`config.mk`:
```
export PLATFORM = sky130hd
export DESIGN_NAME = axi_stream_remove_header
export DESIGN_NICKNAME = d
export VERILOG_FILES = /design/src/rtl/axi_stream_remove_header.sv
export SDC_FILE = /design/constraint.sdc
export NUM_CORES = 1
export LEC_CHECK = 0
export CAP_MARGIN = 20
export CORE_UTILIZATION = 47
export DETAILED_ROUTE_END_ITERATION = 7
export GPL_TIMING_DRIVEN = 0
export PLACE_DENSITY_LB_ADDON = 0.12
export REMOVE_ABC_BUFFERS = 1
export SYNTH_ARGS = -nofsm -noshare
export SYNTH_HDL_FRONTEND = slang
export SYNTH_SLANG_ARGS = --single-unit
```
`constraint.sdc`:
```
create_clock -name clk -period 5.6 [get_ports clk]
set_clock_uncertainty 0.2 [all_clocks]
set_input_delay 1.12 -clock clk [delete_from_list [all_inputs] [get_ports clk]]
set_output_delay 1.12 -clock clk [all_outputs]
set_load 0.05 [all_outputs]
```
`src/rtl/axi_stream_remove_header.sv`:
```
// Strips S leading bytes from each AXI-Stream packet and re-packs the
// remaining payload MSB-aligned: full beats, contiguous partial last beat.
module axi_stream_remove_header #(
  parameter int unsigned DATA_WD      = 32,
  parameter int unsigned DATA_BYTE_WD = DATA_WD / 8,
  parameter int unsigned BYTE_CNT_WD  = $clog2(DATA_BYTE_WD)
) (
  input  logic                    clk,
  input  logic                    rst_n,
  input  logic                    valid_in,
  input  logic [DATA_WD-1:0]      data_in,
  input  logic [DATA_BYTE_WD-1:0] keep_in,
  input  logic                    last_in,
  output logic                    ready_in,
  output logic                    valid_out,
  output logic [DATA_WD-1:0]      data_out,
  output logic [DATA_BYTE_WD-1:0] keep_out,
  output logic                    last_out,
  input  logic                    ready_out,
  input  logic                    valid_strip,
  input  logic [BYTE_CNT_WD:0]    byte_strip_cnt,
  output logic                    ready_strip
);

  localparam int unsigned N  = DATA_BYTE_WD;
  localparam int unsigned CW = BYTE_CNT_WD + 1;
  localparam int unsigned TW = BYTE_CNT_WD + 2;

  typedef enum logic [2:0] {
    IDLE,
    FIRST,
    STREAM,
    FLUSH,
    EMIT_LAST
  } state_e;

  state_e              state_q;
  logic                alive_q;
  logic [CW-1:0]       strip_q;
  logic [CW-1:0]       rcnt_q;
  logic [DATA_WD-1:0]  res_q;
  logic                valid_out_q;
  logic                last_out_q;
  logic [DATA_WD-1:0]  data_out_q;
  logic [N-1:0]        keep_out_q;

  logic                out_free_c;
  logic                in_hs_c;
  logic                strip_hs_c;
  logic [CW-1:0]       k_in_c;
  logic [DATA_WD-1:0]  din_m_c;
  logic [DATA_WD-1:0]  first_res_c;
  logic [2*DATA_WD-1:0] cat_c;
  logic [TW-1:0]       total_c;

  function automatic logic [CW-1:0] keep_count(input logic [N-1:0] k);
    logic [CW-1:0] c;
    c = '0;
    for (int i = 0; i < int'(N); i++) c = c + CW'(k[i]);
    return c;
  endfunction

  function automatic logic [N-1:0] keep_of(input logic [TW-1:0] cnt);
    logic [N-1:0] k;
    for (int i = 0; i < int'(N); i++) k[N-1-i] = (TW'(i) < cnt);
    return k;
  endfunction

  function automatic logic [DATA_WD-1:0] mask_data(input logic [DATA_WD-1:0] d,
                                                   input logic [N-1:0] k);
    logic [DATA_WD-1:0] m;
    for (int i = 0; i < int'(N); i++) m[8*i +: 8] = k[i] ? d[8*i +: 8] : 8'h00;
    return m;
  endfunction

  assign out_free_c  = !valid_out_q || ready_out;
  assign ready_in    = ((state_q == FIRST) || (state_q == STREAM)) && out_free_c;
  // A new packet is admitted only once the previous final beat has left.
  assign ready_strip = (state_q == IDLE) && !valid_out_q && alive_q;
  assign in_hs_c     = valid_in && ready_in;
  assign strip_hs_c  = valid_strip && ready_strip;

  assign k_in_c      = keep_count(keep_in);
  assign din_m_c     = mask_data(data_in, keep_in);
  assign first_res_c = din_m_c << {strip_q, 3'b000};
  // Residue occupies the top R bytes; the incoming beat lands right after it.
  assign cat_c       = {res_q, {DATA_WD{1'b0}}} | ({din_m_c, {DATA_WD{1'b0}}} >> {rcnt_q, 3'b000});
  assign total_c     = TW'(rcnt_q) + TW'(k_in_c);

  always_ff @(posedge clk) begin
    if (!rst_n) begin
      state_q     <= IDLE;
      alive_q     <= 1'b0;
      strip_q     <= '0;
      rcnt_q      <= '0;
      res_q       <= '0;
      valid_out_q <= 1'b0;
      last_out_q  <= 1'b0;
      data_out_q  <= '0;
      keep_out_q  <= '0;
    end else begin
      alive_q <= 1'b1;
      if (valid_out_q && ready_out) valid_out_q <= 1'b0;
      case (state_q)
        IDLE: begin
          if (strip_hs_c) begin
            strip_q <= byte_strip_cnt;
            state_q <= FIRST;
          end
        end
        FIRST: begin
          if (in_hs_c) begin
            if (last_in && (k_in_c <= strip_q)) begin
              state_q <= IDLE;
            end else begin
              res_q   <= first_res_c;
              rcnt_q  <= k_in_c - strip_q;
              state_q <= last_in ? EMIT_LAST : STREAM;
            end
          end
        end
        STREAM: begin
          if (in_hs_c) begin
            if (last_in && (total_c <= TW'(N))) begin
              valid_out_q <= 1'b1;
              data_out_q  <= cat_c[2*DATA_WD-1 -: DATA_WD];
              keep_out_q  <= keep_of(total_c);
              last_out_q  <= 1'b1;
              res_q       <= '0;
              rcnt_q      <= '0;
              state_q     <= IDLE;
            end else if (total_c >= TW'(N)) begin
              valid_out_q <= 1'b1;
              data_out_q  <= cat_c[2*DATA_WD-1 -: DATA_WD];
              keep_out_q  <= '1;
              last_out_q  <= 1'b0;
              res_q       <= cat_c[DATA_WD-1:0];
              rcnt_q      <= CW'(total_c - TW'(N));
              if (last_in) state_q <= FLUSH;
            end else begin
              res_q  <= cat_c[2*DATA_WD-1 -: DATA_WD];
              rcnt_q <= CW'(total_c);
            end
          end
        end
        FLUSH, EMIT_LAST: begin
          if (out_free_c) begin
            valid_out_q <= 1'b1;
            data_out_q  <= res_q;
            keep_out_q  <= keep_of(TW'(rcnt_q));
            last_out_q  <= 1'b1;
            res_q       <= '0;
            rcnt_q      <= '0;
            state_q     <= IDLE;
          end
        end
        default: state_q <= IDLE;
      endcase
    end
  end

  assign valid_out = valid_out_q;
  assign data_out  = data_out_q;
  assign keep_out  = keep_out_q;
  assign last_out  = last_out_q;

endmodule

```
After elaboration in Yosys (flattened, before gate mapping)
Index checks and enable logic that the tools add are counted.
{ "totals": {"regBits": 80, "inputBits": 45, "wordCells": 108} }
{ "classes": {"eq_ne": 11, "muxes": 49, "shifts": 2, "order_cmp": 11, "addsub": 6, "n_bitwise": 1, "reduce_logical": 19} }
{ "ops": {"columns": ["operator", "n"], "rows": [
  ["$mux W32", 10],
  ["$pmux W32 S3", 1],
  ["$or A64 B64 Y64", 1],
  ["$pmux W32 S2", 1],
  ["$shr A64 B6 Y64", 1],
  ["$mux W3", 14],
  ["$mux W8", 4],
  ["$shl A32 B6 Y32", 1],
  ["$mux W4", 4],
  ["$pmux W3 S4", 1],
  ["$mux W1", 10],
  ["$ne A2 B2 Y1 const B", 5],
  ["$pmux W3 S3", 1],
  ["$logic_and A1 B1 Y1", 8],
  ["$lt A1 B4 Y1 const A", 2],
  ["$lt A2 B4 Y1 const A", 2],
  ["$pmux W4 S2", 1],
  ["$eq A3 B2 Y1 const B", 2],
  ["$lt A1 B3 Y1 const A", 2],
  ["$lt A2 B3 Y1 const A", 2],
  ["$reduce_and A6 Y1", 1],
  ["$reduce_and A5 Y1", 1],
  ["$add A3 B3 Y4", 1],
  ["$ge A4 B3 Y1 const B", 1],
  ["other kinds (20)", 22]
]} }

Depth between registers and ports, before layout
Gate-level depths: netlist of the first run.
{ "logic_depth": {"depth_word": 9, "mapped_depth": 13, "depth_no_buf": 9} }

Least setup slack after synthesis of the first run
No wires, ideal clock.
{ "synth_timing": {"kind": "input to register", "startpoint": "input port keep_in[0]", "endpoint": "register data_out_q[19], in the netlist data_out[19]", "path_slack_ps": 1143, "required_time_ps": 5319, "t_arrival_ps": 4176, "path_stages": 13, "n_path_buf": 4, "path_cell_list": "fa_1 -> ha_1 -> ha_1 -> fa_1 -> buf_2 -> nor3b_2 -> a311oi_1 -> or4_1 -> buf_2 -> and2_4 -> buf_6 -> buf_6 -> a211oi_2"} }
{ "synth_via": {"elab_chain_cells": 9, "elab_cells_between_ends": 16, "cone_classes": "add/sub (4); order compare (2); eq/ne (1); shift (1); mux (5); bitwise (1); reduce/logical (2)"} }
{ "synth_rtl": {"columns": ["item", "line_no", "source"], "rows": [
  ["from (decl)", "12", "input logic [DATA_BYTE_WD-1:0] keep_in,"],
  ["$add A1 B1 Y2", "59", "for (int i = 0; i < int'(N); i++) c = c + CW'(k[i]);"],
  ["$add A2 B1 Y3", "59", null],
  ["$add A3 B1 Y3", "59", null],
  ["$add A3 B3 Y4", "88", "assign total_c = TW'(rcnt_q) + TW'(k_in_c);"],
  ["$le A4 B3 Y1", "124", "if (last_in && (total_c <= TW'(N))) begin"],
  ["$logic_and A1 B1 Y1", "124", null],
  ["$mux W32", "124", null],
  ["$mux W32", "123", "if (in_hs_c) begin"],
  ["$pmux W32 S2", "104", "case (state_q)"],
  ["to (signal assigned)", "126", "data_out_q <= cat_c[2*DATA_WD-1 -: DATA_WD];"],
  ["to (signal assigned)", "134", "data_out_q <= cat_c[2*DATA_WD-1 -: DATA_WD];"],
  ["to (signal assigned)", "149", "data_out_q <= res_q;"],
  ["to (decl)", "44", "logic [DATA_WD-1:0] data_out_q;"]
]} }
Several ways; a longest one is shown, not always the timed one. The select of a mux whose other input is x is not followed.
A chain may end at the register's enable or synchronous reset.

Final worst setup path of the first run
{ "layout_timing": {"startpoint": "input port keep_in[1]", "endpoint": "register data_out_q[10], in the netlist data_out[10]"} }
Same word-level chain as after synthesis.

==> results.sh, run 1 <==
export IMPL_grtUsageTotal_pct=31.8
export IMPL_layout_commonest_cell="clkdlybuf4s50_1"
export IMPL_crit_type="in2reg"
export IMPL_yosys_warnings=0
export IMPL_ys_seq_area_share_pct=25.5
export IMPL_via_per_inst=6.88
export IMPL_powerDensity_nw_per_um2=428
export IMPL_port_buffer_count=84
export IMPL_worst_setup_path_start_kind="input port"
export IMPL_drive_gt1_share_pct=14.4
export IMPL_fin_util_pct=59.4
export IMPL_rsz0062_at_grt="no"
export IMPL_vias=6855
export IMPL_crit_path_start="keep_in[1]"
export IMPL_p_leak_nw=2.48
export IMPL_die_y_um=118
export IMPL_r2r_setup_slack_ns=1.45
export IMPL_dp_worst_setup_slack_ns=-1.10
export IMPL_power_internal_w=0.00176
export IMPL_final_cells=997
export IMPL_reg2reg_to="res_q[6]"
export IMPL_cp_max_fo=37
export IMPL_layout_min_cycle_time_ns=5.44
export IMPL_clock_power_share_pct=19.7
export IMPL_p_sw_w=0.00151
export IMPL_finalHoldViolCount=0
export IMPL_grt_pass1_vias=6538
export IMPL_yosys_area_top_type="dfxtp_1"
export IMPL_async_flop_share_pct=0
export IMPL_crit_end="data_out[10]"
export IMPL_status="finished clean"
export IMPL_critPathArrivalTime_ns=5.48
export IMPL_core_sq_um=12800
export IMPL_cts_root_buf="clkbuf_16"
export IMPL_pin_count=85
export IMPL_grt_pass1_wl_um=34900
export IMPL_synth_seq_cells=80
export IMPL_clk_pin_slew_ns=0.06
export IMPL_synth_area_leaders="dfxtp_1 25%, o21ai_0 5.8%, mux2_2 5.7%, a21oi_1 4.6%, nand2_1 4.4%"
export IMPL_overflow=0
export IMPL_initial_core_util_pct=49.0
export IMPL_cts_tree="done"
export IMPL_clockBufferDepth=2
export IMPL_finalSetupViolations=0
export IMPL_die_area_sq_um=13800
export IMPL_clock_sinks=80
export IMPL_reg2reg_depth=9
export IMPL_antenna_found_initial=0
export IMPL_gp_congestion=0.877
export IMPL_postPlaceCellArea_sq_um=7250
export IMPL_h_tree_depth=3
export IMPL_cp_required_ns=5.64
export IMPL_detail_route_iter0_violations=747
export IMPL_finalCritPeriodShare_pct=97.1
export IMPL_worst_slew_pin_slew_ns=1.01
export IMPL_dr_pass1_iters=5
export IMPL_final_net_count=877
export IMPL_max_cap_violations=0
export IMPL_fmax_ghz=0.184
export IMPL_ys_types=69
export IMPL_die_w_um=118
export IMPL_row_count=41
export IMPL_syn_area_sq_um=6280
export IMPL_cts_made_buffers=9
export IMPL_syn_inst=791
export IMPL_ant_nets=0
export IMPL_dp_hpwl_um=15400
export IMPL_maxSlewHeadroom_pct=32.7
export IMPL_fin_ws_ns=0.163
export IMPL_p_seq_share_pct=24.0
export IMPL_drc=0
export IMPL_critPathCaptureType="register"
export IMPL_dp_cells=979
export IMPL_area_delta_synth_final_pct=21.3
export IMPL_comb_power_share_pct=56.3
export IMPL_ir_drop_mv=0.263
export IMPL_slew_viol_final=0
export IMPL_wirelength_um=22800
export IMPL_grt_start_max_net_pins=53
export IMPL_synth_edff_count=0
export IMPL_design_area_sq_um=7620
export IMPL_clk_latency_ns=0.35
export IMPL_post_drt_wl_per_cell_um=22.9
export IMPL_reg2reg_from="strip_q[1]"
export IMPL_synth_top_area_share_pct=25.5
export IMPL_final_cell_mix="80 x clkdlybuf4s50_1, 78 x dfxtp_1, 73 x nand2_1, 73 x o21ai_0, 58 x a21oi_1"
export IMPL_ctsHoldBuffers=0
export IMPL_yosys_most_used_dff="dfxtp_1"
export IMPL_switching_share_pct=46.2
export IMPL_syn_area_per_cell_sq_um=7.94
export IMPL_holdCritPathClass="reg2reg"
export IMPL_diodes=0
export IMPL_cts_setup_buffers=0
## power groups by stage
stage	registers, W	clock network, W	logic (W)
after floorplan	0.000992	0	0.000932
after global placement	0.000866	0	0.00156
after detailed placement	0.000806	0	0.00175
after CTS	0.000794	0.000650	0.00176
after global routing	0.000797	0.000672	0.00194
final	0.000782	0.000643	0.00184
## worst max-delay path, cell delays in order
cell and delay [ns]:
dlymetal6s2s_1 0.56, fa_1 0.57, ha_1 0.23, ha_1 0.36, fa_1 0.61, nor3b_2 0.41
a311oi_2 0.18, or4_4 0.73, and2_4 0.40, o211a_1 0.27
## routing by layer
layer  share of wire [%]  global-route usage, %  routed length, um
met3                 6.7                   6.06               1530
met4                 4.4                   18.6               1010
met5                   0                      0                  0
met2                  46                   50.0              10600
met1                  42                   40.6               9680
## layout make-up
cell class,count,area [sq um]
Tap cell,172,215
Inverter,20,77.6
Sequential cell,80,1600
Clock inverter,4,70.1
Fill cell,1165,5200
Clock buffer,10,239
Multi-Input combinational cell,612,4310
Timing Repair Buffer,99,1100
## per-stage QoR
stage	TNS (ns)	power [W]	hold slack (ns)
global route	0	0.00341	0.287
floorplan	-0.539	0.00192	0.302
detailed placement	-43.54	0.00255	0.251
global placement	-140.40	0.00243	0.245
finish	0	0.00326	0.254
CTS	0	0.00320	0.260
## logic make-up after synthesis
| group | after synthesis | share of synthesized area (%) |
|---|---|---|
| flops | 80 | 25.5 |
| fa+ha+maj | 11 | 2.51 |
| compound gates | 334 | 37.4 |
| xor+xnor | 4 | 0.797 |
| mux | 49 | 10.0 |
| simple gates | 213 | 16.8 |
| buf+inv | 100 | 6.97 |
## synthesized netlist by cell type (8+ instances only)
cell and instances:
dfxtp_1 80, nand2_1 73, o21ai_0 73, a21oi_1 58
clkbuf_1 53, nand3_1 47, nor2_1 39, o211ai_1 35
mux2_2 32, a31oi_1 28, o22ai_1 23, a211oi_2 20
inv_1 17, o2111ai_1 17, buf_2 12, a211oi_1 9
mux2i_1 9, o21bai_1 9, a32o_1 8, buf_1 8
mux4_2 8, nand2b_1 8, nand4b_1 8, o22a_1 8
## worst min-delay path by stage
stage	from	end	slack, ns	cells after the start
final	data_out[6]	data_out[6]	0.25	2
after global routing	data_out[5]	data_out[5]	0.29	2
after CTS	data_out[6]	data_out[6]	0.26	2
after detailed placement	data_out[6]	data_out[6]	0.25	2
after global placement	data_out[6]	data_out[6]	0.25	2
after floorplan	res_q[13]	res_q[13]	0.30	2
## what timing repair did
item                                    4_1_cts  5_1_grt
gates cloned                                  0        1
endpoints found under the setup margin       37       50
gates resized for setup                       3        4
## sequential cells by signal, summed over array words and instances (netlist names)
name	cells
data_out	32
res_q	32
keep_out	4
rcnt_q	3
state_q	3
strip_q	3
alive_q	1
last_out	1
valid_out	1
No activity file was read; power rests on OpenSTA's default activity.
==> run 2, diff against run 1 <==
--- a/config.mk
+++ b/config.mk
@@ -6,6 +6,7 @@
 export NUM_CORES = 1
 export LEC_CHECK = 0
 export CAP_MARGIN = 20
+export CORE_MARGIN = 5
 export CORE_UTILIZATION = 47
 export DETAILED_ROUTE_END_ITERATION = 7
 export GPL_TIMING_DRIVEN = 0
==> results.sh, run 2 (same netlist as run 1, synthesis figures left out) <==
export IMPL_cts_tree="done"
export IMPL_vias=6792
export IMPL_layout_commonest_cell="clkdlybuf4s50_1"
export IMPL_cp_required_ns=5.64
export IMPL_maxSlewHeadroom_pct=31.4
export IMPL_fin_ws_ns=0.138
export IMPL_rsz0062_at_grt="no"
export IMPL_overflow=0
export IMPL_diodes=0
export IMPL_switching_share_pct=46.2
export IMPL_dp_cells=983
export IMPL_max_cap_violations=0
export IMPL_grtUsageMet2_pct=44.8
export IMPL_cts_root_buf="clkbuf_16"
export IMPL_layout_min_cycle_time_ns=5.46
export IMPL_port_buffer_count=84
export IMPL_grt_start_max_net_pins=56
export IMPL_core_sq_um=13200
export IMPL_dp_worst_setup_slack_ns=-0.999
export IMPL_grt_pass1_wl_um=35400
export IMPL_comb_power_share_pct=53.6
export IMPL_post_drt_wl_per_cell_um=22.5
export IMPL_slew_viol_final=0
export IMPL_dp_hpwl_um=15500
export IMPL_antenna_found_initial=0
export IMPL_clock_power_share_pct=20.3
export IMPL_ant_nets=0
export IMPL_area_delta_synth_final_pct=21.0
export IMPL_clockBufferDepth=2
export IMPL_crit_type="in2reg"
export IMPL_crit_path_start="keep_in[3]"
export IMPL_clk_pin_slew_ns=0.06
export IMPL_p_leak_nw=2.47
export IMPL_powerDensity_nw_per_um2=423
export IMPL_via_per_inst=6.79
export IMPL_drc=0
export IMPL_drive_gt1_share_pct=14.1
export IMPL_die_w_um=126
export IMPL_finalHoldViolCount=0
export IMPL_use_met3_pct=3.75
export IMPL_die_area_sq_um=15800
export IMPL_dr_pass1_iters=8
export IMPL_use_met1_pct=36.2
export IMPL_cts_setup_buffers=0
export IMPL_final_cell_mix="79 x clkdlybuf4s50_1, 78 x dfxtp_1, 73 x nand2_1, 73 x o21ai_0, 58 x a21oi_1"
export IMPL_wirelength_um=22500
export IMPL_finalSetupViolations=0
export IMPL_clk_latency_ns=0.35
export IMPL_fmax_ghz=0.183
export IMPL_grtUsageTotal_pct=27.4
export IMPL_finalCritPeriodShare_pct=97.5
export IMPL_worst_slew_pin_slew_ns=1.03
export IMPL_p_sw_w=0.00148
export IMPL_h_tree_depth=3
export IMPL_clock_sinks=80
export IMPL_power_internal_w=0.00173
export IMPL_grt_pass1_vias=6600
export IMPL_status="finished clean"
export IMPL_grt_busiest_layer="met2"
export IMPL_die_y_um=126
export IMPL_ir_drop_mv=0.259
export IMPL_critPathCaptureType="register"
export IMPL_critPathArrivalTime_ns=5.50
export IMPL_reg2reg_from="strip_q[1]"
export IMPL_gp_congestion=0.974
export IMPL_detail_route_iter0_violations=912
export IMPL_hold_start="data_out[0]"
export IMPL_worst_setup_path_start_kind="input port"
export IMPL_pin_count=85
export IMPL_cts_made_buffers=9
export IMPL_final_cells=1001
export IMPL_initial_core_util_pct=47.6
export IMPL_cp_max_fo=37
export IMPL_holdCritPathClass="reg2reg"
export IMPL_final_net_count=875
export IMPL_row_count=42
export IMPL_p_seq_share_pct=26.1
## run 2: critical path: stages
cell	delay [ns]
dlymetal6s2s_1	0.59
fa_1	0.54
ha_1	0.22
ha_1	0.36
fa_1	0.63
nor3b_2	0.43
a311oi_2	0.17
or4_4	0.73
and2_4	0.41
a41o_1	0.28
## run 2: what timing repair did
| action | in CTS | in global routing |
|---|---|---|
| hold buffers | 0 | 0 |
| cloned | 0 | 1 |
| resized for setup | 3 | 5 |
| endpoints found under the setup margin | 37 | 53 |
## run 2: area by class of cell
| class | count | area (sq um) |
|---|---|---|
| fill | 1240 | 5590 |
| multi-input combinational | 612 | 4310 |
| sequential | 80 | 1600 |
| timing repair buffer | 97 | 1070 |
| clock buffer | 11 | 243 |
| tap | 176 | 220 |
| clock inverter | 5 | 80.1 |
| inverter | 20 | 77.6 |
## run 2: worst paths after layout
kind	to	slack, ns	depth (start not counted)
worst min register to register	data_out[0]	0.26	2
worst max register to register	res_q[12]	1.31	8
worst max-delay path	keep_out[0]	0.14	10
worst min-delay path	data_out[0]	0.26	2
## run 2: stage by stage
step	hold slack (ns)	setup TNS, ns	power [W]	utilization (%)	cell area, sq um
after floorplan	0.302	-0.539	0.00192	-	5920
after global placement	0.246	-141.43	0.00242	52.9	6980
after detailed placement	0.246	-40.88	0.00252	54.9	7240
after CTS	0.261	0	0.00318	57.4	7570
after global routing	0.277	0	0.00338	57.6	7600
final	0.257	0	0.00322	57.6	7600
## run 2: layer usage
layer | routed length (um) | part of all wire (%)
met5 | 0 | 0
met4 | 603 | 2.7
met3 | 1740 | 7.7
met1 | 9380 | 42
met2 | 10800 | 48
## run 2: power by group through the flow
stage / clock [W] / sequential (W) / combinational, W
floorplan: 0 / 0.000992 / 0.000932
global placement: 0 / 0.000864 / 0.00156
detailed placement: 0 / 0.000853 / 0.00167
CTS: 0.000660 / 0.000842 / 0.00168
global route: 0.000687 / 0.000858 / 0.00184
finish: 0.000653 / 0.000839 / 0.00172
==> run 3, diff against run 2 <==
--- a/config.mk
+++ b/config.mk
@@ -9,6 +9,7 @@
 export CORE_MARGIN = 5
 export CORE_UTILIZATION = 47
 export DETAILED_ROUTE_END_ITERATION = 7
+export DONT_BUFFER_PORTS = 1
 export GPL_TIMING_DRIVEN = 0
 export PLACE_DENSITY_LB_ADDON = 0.12
 export REMOVE_ABC_BUFFERS = 1
==> constraint.sdc (replaced) <==
create_clock -name clk -period 4.39 [get_ports clk]
set_clock_uncertainty 0.2 [all_clocks]
set_input_delay 0.878 -clock clk [delete_from_list [all_inputs] [get_ports clk]]
set_output_delay 0.878 -clock clk [all_outputs]
set_load 0.05 [all_outputs]
==> results.sh, run 3 (same netlist as run 1, synthesis figures left out) <==
export IMPL_status="finished clean"
export IMPL_grt_start_max_net_pins=67
export IMPL_min_path_cells=2
export IMPL_comb_power_share_pct=47.0
export IMPL_cts_root_buf="clkbuf_16"
export IMPL_wirelength_um=22200
export IMPL_hold_path_end="res_q[14]"
export IMPL_crit_type="in2reg"
export IMPL_die_w_um=126
export IMPL_dr_pass1_iters=5
export IMPL_finalSetupViolations=0
export IMPL_clk_latency_ns=0.35
export IMPL_switching_share_pct=46.4
export IMPL_r2r_setup_slack_ns=0.29
export IMPL_area_delta_synth_final_pct=8.13
export IMPL_final_cell_mix="77 x dfxtp_1, 73 x nand2_1, 73 x o21ai_0, 58 x a21oi_1, 47 x nand3_1"
export IMPL_cts_made_buffers=9
export IMPL_detail_route_iter0_violations=608
export IMPL_row_count=42
export IMPL_slew_viol_final=0
export IMPL_holdWs_ns=0.342
export IMPL_max_cap_violations=0
export IMPL_grt_pass1_vias=6166
export IMPL_layout_min_cycle_time_ns=4.29
export IMPL_fmax_ghz=0.233
export IMPL_reg2reg_from="strip_q[1]"
export IMPL_die_area_sq_um=15800
export IMPL_power_internal_w=0.00213
export IMPL_antenna_found_initial=0
export IMPL_h_tree_depth=3
export IMPL_fin_util_pct=51.5
export IMPL_diodes=0
export IMPL_core_sq_um=13200
export IMPL_grtUsageTotal_pct=27.0
export IMPL_critPathCaptureType="register"
export IMPL_reg2reg_to="res_q[13]"
export IMPL_cp_max_fo=21
export IMPL_grt_pass1_wl_um=34400
export IMPL_reg2reg_depth=8
export IMPL_rsz0062_at_grt="no"
export IMPL_p_seq_share_pct=31.4
export IMPL_clockBufferDepth=2
export IMPL_dp_hpwl_um=15000
export IMPL_ir_drop_mv=0.372
export IMPL_port_buffer_count=0
export IMPL_final_net_count=792
export IMPL_finalHoldViolCount=0
export IMPL_worst_setup_path_start_kind="input port"
export IMPL_vias=6433
export IMPL_finalPower_w=0.00397
export IMPL_clk_pin_slew_ns=0.06
export IMPL_post_drt_wl_per_cell_um=24.2
export IMPL_clock_sinks=80
export IMPL_maxSlewHeadroom_pct=31.0
export IMPL_layout_commonest_cell="dfxtp_1"
export IMPL_pin_count=85
export IMPL_cts_tree="done"
export IMPL_clock_power_share_pct=21.6
export IMPL_die_y_um=126
export IMPL_drive_gt1_share_pct=15.9
export IMPL_via_per_inst=7.01
export IMPL_p_leak_nw=2.16
export IMPL_holdCritPathClass="reg2reg"
export IMPL_worst_slew_pin_slew_ns=1.03
export IMPL_ant_nets=0
export IMPL_overflow=0
export IMPL_initial_core_util_pct=47.6
export IMPL_hold_start="res_q[14]"
export IMPL_drc=0
export IMPL_finalCritPeriodShare_pct=97.7
export IMPL_cp_required_ns=4.46
export IMPL_powerDensity_nw_per_um2=584
export IMPL_p_sw_w=0.00184
export IMPL_critPathArrivalTime_ns=4.36
export IMPL_gp_congestion=0.949
run 3: per-stage QoR:
step	std cells	worst slack (ns)	TNS, ns	cell area (sq um)
3_5_place_dp	900	-1.02	-37.74	6430
2_1_floorplan	711	-1.05	-37.45	5920
3_3_place_gp	887	-2.94	-137.83	6140
5_1_grt	918	0.0125	0	6790
4_1_cts	917	0.0605	0	6780
6_report	918	0.0993	0	6790
run 3: cell type report:
type / instances / area (sq um)
clock buffers: 14 / 274
flip-flops and latches: 80 / 1610
inverters: 20 / 77.6
multi-input cells: 612 / 4310
clock inverters: 2 / 60.1
well taps: 176 / 220
repair buffers: 14 / 241
fillers: 1250 / 6400
run 3: worst max path at each step:
stage | cells after the start | slack [ns] | endpoint | from
6_report | 10 | 0.1 | data_out[30] | keep_in[0]
5_1_grt | 10 | 0.01 | data_out[3] | keep_in[0]
4_1_cts | 10 | 0.06 | data_out[10] | keep_in[0]
3_5_place_dp | 9 | -1.02 | data_out[2] | keep_in[0]
3_3_place_gp | 9 | -2.94 | res_q[13] | keep_in[0]
2_1_floorplan | 9 | -1.05 | res_q[13] | keep_in[0]
run 3: critical path: stages:
cell      delay, ns
fa_1           0.47
ha_1           0.22
ha_1           0.36
fa_2           0.49
nor3b_2        0.27
a311oi_2       0.14
or4_4          0.64
buf_16         0.18
and2_2         0.43
a211oi_2       0.26
run 3: repair_timing:
action | 4_1_cts | 5_1_grt
buffers inserted | 1 | 0
hold buffers | 0 | 0
resized for setup | 2 | 1
pin swaps | 1 | 0
setup endpoints to repair | 37 | 35
cloned | 0 | 1
run 3: power by group through the flow:
stage / clock (W) / sequential, W / combinational, W
4_1_cts: 0.000866 / 0.00124 / 0.00182
2_1_floorplan: 0 / 0.00127 / 0.00119
5_1_grt: 0.000906 / 0.00126 / 0.00200
3_5_place_dp: 0 / 0.00126 / 0.00181
3_3_place_gp: 0 / 0.00134 / 0.00155
6_report: 0.000858 / 0.00125 / 0.00186
run 3: per-layer routing:
layer  routed length (um)  vias to the layer above  track usage [%]
met3                 1680                       49             5.76
li1                     -                     2938                -
met5                    0                        -                0
met1                 9100                     3146             34.9
met2                10600                      300             43.8
met4                  797                        0             10.8
